$ cat src/rtl/icache.sv
// Direct-mapped, one-word-per-frame instruction cache.
// Hits are combinational; a miss latches the request and fills one word from memory.
module icache #(
    parameter int SETS = 16
) (
    input  logic        CLK,
    input  logic        nRST,
    input  logic        imemREN,
    input  logic [31:0] imemaddr,
    output logic        ihit,
    output logic [31:0] imemload,
    output logic        iREN,
    output logic [31:0] iaddr,
    input  logic        iwait,
    input  logic [31:0] iload,
    output logic [31:0] hit_count,
    output logic [31:0] miss_count
);
    localparam int IDX_W = $clog2(SETS);
    localparam int TAG_W = 30 - IDX_W;

    typedef enum logic {IDLE, FETCH} state_t;

    state_t            state_reg, state_next;
    logic [SETS-1:0]   valid_reg;
    logic [TAG_W-1:0]  tag_mem [SETS];
    logic [31:0]       data_mem [SETS];
    logic [29:0]       fetch_addr_reg;
    logic [31:0]       hit_count_reg;
    logic [31:0]       miss_count_reg;

    logic [IDX_W-1:0]  req_index;
    logic [TAG_W-1:0]  req_tag;
    logic [IDX_W-1:0]  fill_index;
    logic [TAG_W-1:0]  fill_tag;
    logic              lookup_hit;
    logic              miss;
    logic              fill;
    logic [SETS-1:0]   fill_sel;
    logic [1:0]        unused_byte_offset;

    assign unused_byte_offset = imemaddr[1:0];
    assign req_index  = imemaddr[IDX_W+1:2];
    assign req_tag    = imemaddr[31:IDX_W+2];
    assign fill_index = fetch_addr_reg[IDX_W-1:0];
    assign fill_tag   = fetch_addr_reg[29:IDX_W];
    assign lookup_hit = valid_reg[req_index] && (tag_mem[req_index] == req_tag);

    always_comb begin
        state_next = state_reg;
        ihit       = 1'b0;
        iREN       = 1'b0;
        iaddr      = 32'd0;
        miss       = 1'b0;
        fill       = 1'b0;
        case (state_reg)
            IDLE: begin
                if (imemREN) begin
                    if (lookup_hit) begin
                        ihit = 1'b1;
                    end else begin
                        miss       = 1'b1;
                        state_next = FETCH;
                    end
                end
            end
            FETCH: begin
                // The fill always targets the latched address, whatever the PC does meanwhile.
                iREN  = 1'b1;
                iaddr = {fetch_addr_reg, 2'b00};
                if (!iwait) begin
                    fill       = 1'b1;
                    state_next = IDLE;
                end
            end
            default: state_next = IDLE;
        endcase
    end

    assign imemload   = ihit ? data_mem[req_index] : 32'd0;
    assign hit_count  = hit_count_reg;
    assign miss_count = miss_count_reg;

    for (genvar gi = 0; gi < SETS; gi++) begin : g_fill_sel
        assign fill_sel[gi] = fill && (fill_index == IDX_W'(gi));
    end

    always_ff @(posedge CLK or negedge nRST) begin
        if (!nRST) begin
            state_reg      <= IDLE;
            valid_reg      <= '0;
            fetch_addr_reg <= 30'd0;
            hit_count_reg  <= 32'd0;
            miss_count_reg <= 32'd0;
        end else begin
            state_reg <= state_next;
            valid_reg <= valid_reg | fill_sel;
            if (miss) begin
                fetch_addr_reg <= {req_tag, req_index};
            end
            if (ihit && (hit_count_reg != 32'hFFFF_FFFF)) begin
                hit_count_reg <= hit_count_reg + 32'd1;
            end
            if (miss && (miss_count_reg != 32'hFFFF_FFFF)) begin
                miss_count_reg <= miss_count_reg + 32'd1;
            end
        end
    end

    // Tag and data storage are unreset; valid_reg alone decides what is visible.
    always_ff @(posedge CLK) begin
        if (fill) begin
            tag_mem[fill_index]  <= fill_tag;
            data_mem[fill_index] <= iload;
        end
    end

endmodule

$ cat config.mk
export PLATFORM = sky130hd
export DESIGN_NAME = icache
export DESIGN_NICKNAME = d
export VERILOG_FILES = /design/src/rtl/icache.sv
export SDC_FILE = /design/constraint.sdc
export NUM_CORES = 1
export LEC_CHECK = 0
export CAP_MARGIN = 0
export CORE_MARGIN = 3
export CORE_UTILIZATION = 54
export CTS_CLUSTER_DIAMETER = 80
export DETAILED_ROUTE_END_ITERATION = 10
export PLACE_DENSITY = 0.75
export SLEW_MARGIN = 20
export SYNTH_ARGS = -nofsm -noshare
export SYNTH_HDL_FRONTEND = slang
export SYNTH_SLANG_ARGS = --single-unit
$ cat constraint.sdc
create_clock -name CLK -period 4.7 [get_ports CLK]
set_input_delay 0.94 -clock CLK [delete_from_list [all_inputs] [get_ports CLK]]
set_output_delay 0.94 -clock CLK [all_outputs]
set_load 0.005 [all_outputs]
==> results of run 1 <==
## where the power goes
part           switching [mW]  total (mW)  internal [mW]
sequential              0.369        11.0           10.6
clock                    3.42        8.63           5.21
combinational           0.841        1.68          0.844
## synth_stat cells, types with 17 or more instances
cell	count	area [um^2]
and2_1	40	250
and3_1	23	144
buf_2	20	100
clkbuf_1	44	165
dfrtp_1	111	2780
edfxtp_1	928	27900
mux2_1	31	349
mux2_2	24	270
mux2i_1	75	751
mux4_2	245	5520
nand2_1	35	131
nand2b_1	17	106
nand3_1	41	205
nand4_1	24	150
nor2_1	31	116
nor2b_1	38	238
nor3_1	24	120
or2_2	18	113
xnor2_1	50	438
xor2_1	44	385
## final cells by class
cell class	count	area, um^2
sequential	1039	30600
fill	4713	25300
multi-input combinational	870	10600
timing repair buffer	381	3700
clock buffer	129	2800
tap	1020	1280
clock inverter	63	805
inverter	7	26.3
antenna	2	5.00
## worst max-delay path by stage
stage	endpoint	start	slack (ns)
after detailed placement	imemload[24]	imemaddr[4]	-0.67
after global placement	imemload[20]	imemaddr[4]	-0.61
after CTS	imemload[12]	imemaddr[4]	-0.51
after floorplan	imemload[0]	imemaddr[2]	0.004
after global routing	imemload[19]	imemaddr[2]	-0.41
final	imemload[19]	imemaddr[2]	-0.30
## layer usage
metal / GRT usage (%) / vias up / wire [um]
li1: - / 9027 / -
met1: 33.2 / 11506 / 38800
met2: 41.8 / 937 / 51200
met3: 4.10 / 206 / 6590
met4: 8.36 / 4 / 3180
met5: 0 / - / 23
## per-stage QoR
stage               setup WS [ns]  power (mW)  hold WS, ns
finish                     -0.300        21.3        0.386
CTS                        -0.510        21.4        0.410
detailed placement         -0.673        12.8        0.448
global placement           -0.610        12.7        0.446
global route               -0.408        22.0        0.449
floorplan                 0.00393        11.9        0.434
## kinds of logic (layout without fill, tap and decap cells)
logic type	Yosys count	after routing	synth area share [%]
AO/OA/AOI/OAI	63	63	1.16
XOR/XNOR	94	94	1.99
adder cells (fa/ha/maj)	2	2	0.0603
buffers and inverters	109	580	1.40
flip-flops	1039	1039	73.9
multiplexers	375	375	16.6
other	1	4	0.00904
AND/OR/NAND/NOR	334	334	4.89
## what timing repair did
| action | CTS | global route |
|---|---|---|
| pin swaps | 1 | 9 |
| resized for setup | 13 | 146 |
| hold endpoints to repair | 0 | 0 |
| endpoints found under the setup margin | 33 | 33 |
| gates cloned | 3 | 5 |
| buffers inserted | 3 | 21 |
==> impl_metrics.env, run 1 <==
export IMPL_io_pins=198
export IMPL_fin_cells=3511
export IMPL_initial_utilization_pct=55.1
export IMPL_ff2ff_path_depth=14
export IMPL_clkSinkCount=1039
export IMPL_finalCritPeriodShare_pct=106
export IMPL_ys_warnings_count=0
export IMPL_path_clk_slew_ns=0.06
export IMPL_path_buf_inv=7
export IMPL_seq_area_frac_synth_pct=73.9
export IMPL_post_route_cell_area_mm2=0.0499
export IMPL_dieArea_mm2=0.0802
export IMPL_via_count=21680
export IMPL_power_density_mw_per_mm2=427
export IMPL_port_buffers=193
export IMPL_synthFlopType="edfxtp_1"
export IMPL_dpl_cell_count=3285
export IMPL_die_h_um=283
export IMPL_path_common_cell="buf_12"
export IMPL_worstSetupEndpointType="primary output"
export IMPL_grt_pass1_wl_um=147000
export IMPL_status="finished with violations"
export IMPL_slowest_stage="or4_4"
export IMPL_drv_cap=0
export IMPL_max_freq_ghz=0.200
export IMPL_reg2reg_to="hit_count[26]"
export IMPL_critPathTopFamily="simple AND/OR/NAND/NOR gates"
export IMPL_timing_rr_start="tag_mem[15][3]"
export IMPL_syn_cell_area_mm2=0.0415
export IMPL_drt_total_wl_um=99800
export IMPL_fin_nets=2473
export IMPL_antenna_found_initial=3
export IMPL_worstPathCellList="buf_16, buf_8, mux4_2, a21oi_2, nand4_1, a31o_1, or4_4, nor4_4, buf_4, nand4_4, buf_12, buf_12, clkbuf_16, nor2b_1, buf_2"
export IMPL_clock_latency_ns=0.66
export IMPL_grt_max_degree=67
export IMPL_setup_violations=33
export IMPL_cp_max_fo=7
export IMPL_largest_register_ffs=512
export IMPL_grt_pass1_vias=22438
export IMPL_htreeDepth=3
export IMPL_cts_path_max_buffers=3
export IMPL_path_class="input port to primary output"
export IMPL_skew_ns=0.0271
export IMPL_drtPass1Iterations=5
export IMPL_cts_tree="built"
export IMPL_grt_overflow_total=0
export IMPL_grt_usage_pct=24.7
export IMPL_irDropWorstVdd_v=0.000322
export IMPL_path_depth=15
export IMPL_synth_edff_count=928
export IMPL_async_reset_ff_share_pct=10.7
export IMPL_largestRegisters="data_mem (512), tag_mem (416)"
export IMPL_worstMarginPinSlew_ns=0.931
export IMPL_rows=100
export IMPL_fp_coreArea_mm2=0.0752
export IMPL_leakagePower_nw=17.0
export IMPL_violations="negative setup slack"
export IMPL_rsz0062_at_grt="yes"
export IMPL_hold_class="input port to async pin"
export IMPL_wire_per_inst_um=28.4
export IMPL_slew_viol_final=0
export IMPL_ys_seq_elements=1039
export IMPL_drc=0
export IMPL_regMostFlops="data_mem"
export IMPL_place_hpwl_um=55000
export IMPL_vias_per_cell=6.17
export IMPL_drive_gt1_share_pct=30.3
export IMPL_drtIter0Drc=2259
export IMPL_final_cell_mix="edfxtp_1 (928), mux4_2 (245), clkdlybuf4s50_1 (155), buf_4 (151), dfrtp_1 (111)"
export IMPL_fin_util_pct=66.4
export IMPL_hold_viol_final=0
export IMPL_cts_buffers_inserted=104
export IMPL_start_kind="input port"
export IMPL_place_gp_congestion=0.862
export IMPL_root_buffer="clkbuf_16"
export IMPL_syn_to_final_growth_pct=20.3
export IMPL_final_setup_tns_ns=-7.49
export IMPL_place_area_mm2=0.0457
export IMPL_layout_commonest_cell="edfxtp_1"
export IMPL_fin_crit_ns=5.00
export IMPL_ctsHoldBuffers=0
export IMPL_syn_area_per_cell_um2=20.6
export IMPL_drtAntennaViolNets=0
export IMPL_reg2reg_setup_slack_ns=1.15
export IMPL_cp_data_arrival_time_ns=4.06
export IMPL_timing_final_ws_setup_ns=-0.300
export IMPL_die_w_um=283
export IMPL_synth_cells=2017
export IMPL_required_ns=3.76
export IMPL_relSlewSlack_pct=37.8
export IMPL_slowest_delay_ns=0.53
export IMPL_ys_types=66
Power figures use the tool's default switching activity.
==> inputs of run 2 (changes only) <==
--- a/config.mk
+++ b/config.mk
@@ -9,6 +9,6 @@
 export CORE_MARGIN = 3
-export CORE_UTILIZATION = 54
+export CORE_UTILIZATION = 40
 export CTS_CLUSTER_DIAMETER = 80
 export DETAILED_ROUTE_END_ITERATION = 10
-export PLACE_DENSITY = 0.75
+export GPL_ROUTABILITY_DRIVEN = 0
 export SLEW_MARGIN = 20
==> constraint.sdc (replaced) <==
create_clock -name CLK -period 4.7 [get_ports CLK]
set_input_delay 0.47 -clock CLK [delete_from_list [all_inputs] [get_ports CLK]]
set_output_delay 0.47 -clock CLK [all_outputs]
set_load 0.005 [all_outputs]
==> run 2 against run 1 <==
Effect of this change: the run now ends clean; non-clock buffer count down 90; critical path depth down 4; hold slack got worse by 0.069 ns; core utilization fell by 18 points; routed wire length is 0.12% higher; cell area fell by 0.84%; die area is 34% higher; largest cell class unchanged; largest power group unchanged; via count down 3.8%; maximum frequency rose by 8.8%; final cell count grew 7.6%; sequential share of layout area rose by 0.52 points; clock-buffer cell count increased by 16.
==> impl_metrics.env, run 2 (synthesis results as in run 1) <==
export IMPL_worstMarginPinSlew_ns=1.08
export IMPL_p_sw_share_pct=21.9
export IMPL_grt_usage_pct=18.6
export IMPL_largest_register_ffs=512
export IMPL_grt_busiest_layer="met2"
export IMPL_drtPass1Iterations=6
export IMPL_required_ns=4.23
export IMPL_initial_utilization_pct=40.5
export IMPL_pwr_share_comb_pct=7.5
export IMPL_grt_use_met3_pct=3.54
export IMPL_drc=0
export IMPL_via_count=20849
export IMPL_clock_latency_ns=0.68
export IMPL_path_class="flop to primary output"
export IMPL_path_clk_slew_ns=0.06
export IMPL_io_pins=198
export IMPL_dieArea_mm2=0.108
export IMPL_switching_power_mw=4.61
export IMPL_finalHoldWorstSlack_ns=0.317
export IMPL_cts_buffers_inserted=106
export IMPL_final_cell_mix="edfxtp_1 (928), mux4_2 (245), clkdlybuf4s50_1 (176), dfrtp_1 (111), clkbuf_16 (108)"
export IMPL_rows=117
export IMPL_leakagePower_nw=16.4
export IMPL_post_route_cell_area_mm2=0.0495
export IMPL_p_int_mw=16.5
export IMPL_grt_overflow_total=0
export IMPL_drv_cap=0
export IMPL_status="complete, no violations"
export IMPL_largestRegisters="data_mem (512), tag_mem (416)"
export IMPL_power_density_mw_per_mm2=426
export IMPL_cp_max_fo=13
export IMPL_antenna_found_initial=8
export IMPL_reg2reg_setup_slack_ns=1.14
export IMPL_skew_ns=0.0281
export IMPL_port_buffers=193
export IMPL_drt_total_wl_um=99900
export IMPL_fin_nets=2385
export IMPL_cts_path_max_buffers=3
export IMPL_worstSetupEndpointType="primary output"
export IMPL_start_kind="flop"
export IMPL_nFillCells=8343
export IMPL_rsz0062_at_grt="no"
export IMPL_root_buffer="clkbuf_16"
export IMPL_drtIter0Drc=1818
export IMPL_place_hpwl_um=56600
export IMPL_regMostFlops="data_mem"
export IMPL_layout_commonest_cell="edfxtp_1"
export IMPL_vias_per_cell=5.52
export IMPL_die_w_um=328
export IMPL_place_area_mm2=0.0457
export IMPL_syn_to_final_growth_pct=19.3
export IMPL_max_freq_ghz=0.218
export IMPL_power_frac_clock_pct=40.3
export IMPL_grt_pass1_wl_um=147000
export IMPL_finalCritPeriodShare_pct=97.8
export IMPL_hold_class="input port to async pin"
export IMPL_relSlewSlack_pct=27.5
export IMPL_layout_area_seq_mm2=0.0306
export IMPL_die_h_um=328
export IMPL_cts_tree="built"
export IMPL_setup_violations=0
export IMPL_grt_max_degree=60
export IMPL_multi_input_area_mm2=0.0105
export IMPL_irDropWorstVdd_v=0.000330
export IMPL_cp_data_arrival_time_ns=4.13
export IMPL_slew_viol_final=0
export IMPL_htreeDepth=3
export IMPL_fp_coreArea_mm2=0.102
export IMPL_grt_met1_usage_pct=25.5
export IMPL_grt_met2_usage_pct=30.5
export IMPL_wire_per_inst_um=26.5
export IMPL_fin_crit_ns=4.60
export IMPL_clkSinkCount=1039
export IMPL_drive_gt1_share_pct=25.0
export IMPL_grt_pass1_vias=21815
export IMPL_hold_viol_final=0
export IMPL_drtAntennaViolNets=0
export IMPL_power_frac_seq_pct=52.2
## run 2: cell count changes in the layout (fill, tap and decap cells not counted), sizes merged, moves of 3 or more
cell	delta
clkinvlp	+4
inv	+3
buf	-99
clkinv	-13
dlygate4sd2	+10
clkbuf	-7
bufinv	-4
clkdlybuf4s50	+21
## run 2: what timing repair did
| item | CTS | global route |
|---|---|---|
| hold endpoints to repair | 34 | 0 |
| gates resized for setup | 29 | 13 |
| hold buffers | 1 | 0 |
| pin swaps | 7 | 1 |
| setup endpoints to repair | 33 | 15 |
| gates cloned | 1 | 1 |
| setup buffers | 5 | 2 |
## run 2: layer usage
| layer | vias up | wire, um |
|---|---|---|
| met4 | 8 | 2470 |
| met5 | - | 44 |
| met1 | 11182 | 41500 |
| met2 | 641 | 49800 |
| li1 | 8859 | - |
| met3 | 159 | 6050 |
## run 2: worst max-delay path: stages (launching register included)
cell             delay (ns)
edfxtp_1               0.35
mux4_2                 0.48
mux2_4                 0.29
a21oi_4                0.15
xnor2_2                0.13
or4_4                  0.54
nor4b_4                0.34
nand4_4                0.15
buf_12                 0.19
buf_12                 0.18
nor2b_1                0.15
clkdlybuf4s50_1        0.52
## run 2: final timing paths
check                                      from            endpoint  cells past startpoint
worst max-delay path            tag_mem[14][10]        imemload[19]                     11
worst min-delay path                       nRST       hit_count[10]                      2
worst max register to register  tag_mem[14][10]       miss_count[1]                     13
worst min register to register     valid_reg[7]        valid_reg[7]                      1
max in group asynchronous                  nRST  fetch_addr_reg[17]                      3
min in group CLK                   valid_reg[7]        valid_reg[7]                      1
## run 2: metrics by stage
| stage | setup slack [ns] | std cells | power [mW] | util [%] | TNS, ns |
|---|---|---|---|---|---|
| 4_1_cts | 0.00187 | 3770 | 21.3 | 48.3 | 0 |
| 3_5_place_dp | -0.0625 | 3565 | 12.8 | 44.6 | -0.0625 |
| 3_3_place_gp | -0.0954 | 3564 | 12.7 | 44.6 | -0.391 |
| 5_1_grt | 0.00566 | 3774 | 21.8 | 48.3 | 0 |
| 2_1_floorplan | 0.905 | 2018 | 11.9 | - | 0 |
| 6_report | 0.103 | 3777 | 21.1 | 48.4 | 0 |
## run 2: final cells by class
cell class,instances,area share (%)
sequential,1039,61.9
inverter,7,0.0531
clock inverter,53,1.31
timing repair buffer,291,6.13
multi-input combinational,870,21.3
tap,1368,3.46
clock buffer,145,5.82
antenna,4,0.0202
## run 2: power by group through the flow
stage	registers [mW]	clock network [mW]	logic, mW
2_1_floorplan	11.0	0	0.898
3_3_place_gp	11.1	0	1.56
3_5_place_dp	11.2	0	1.58
4_1_cts	11.0	8.69	1.60
5_1_grt	11.1	9.08	1.70
6_report	11.0	8.49	1.58
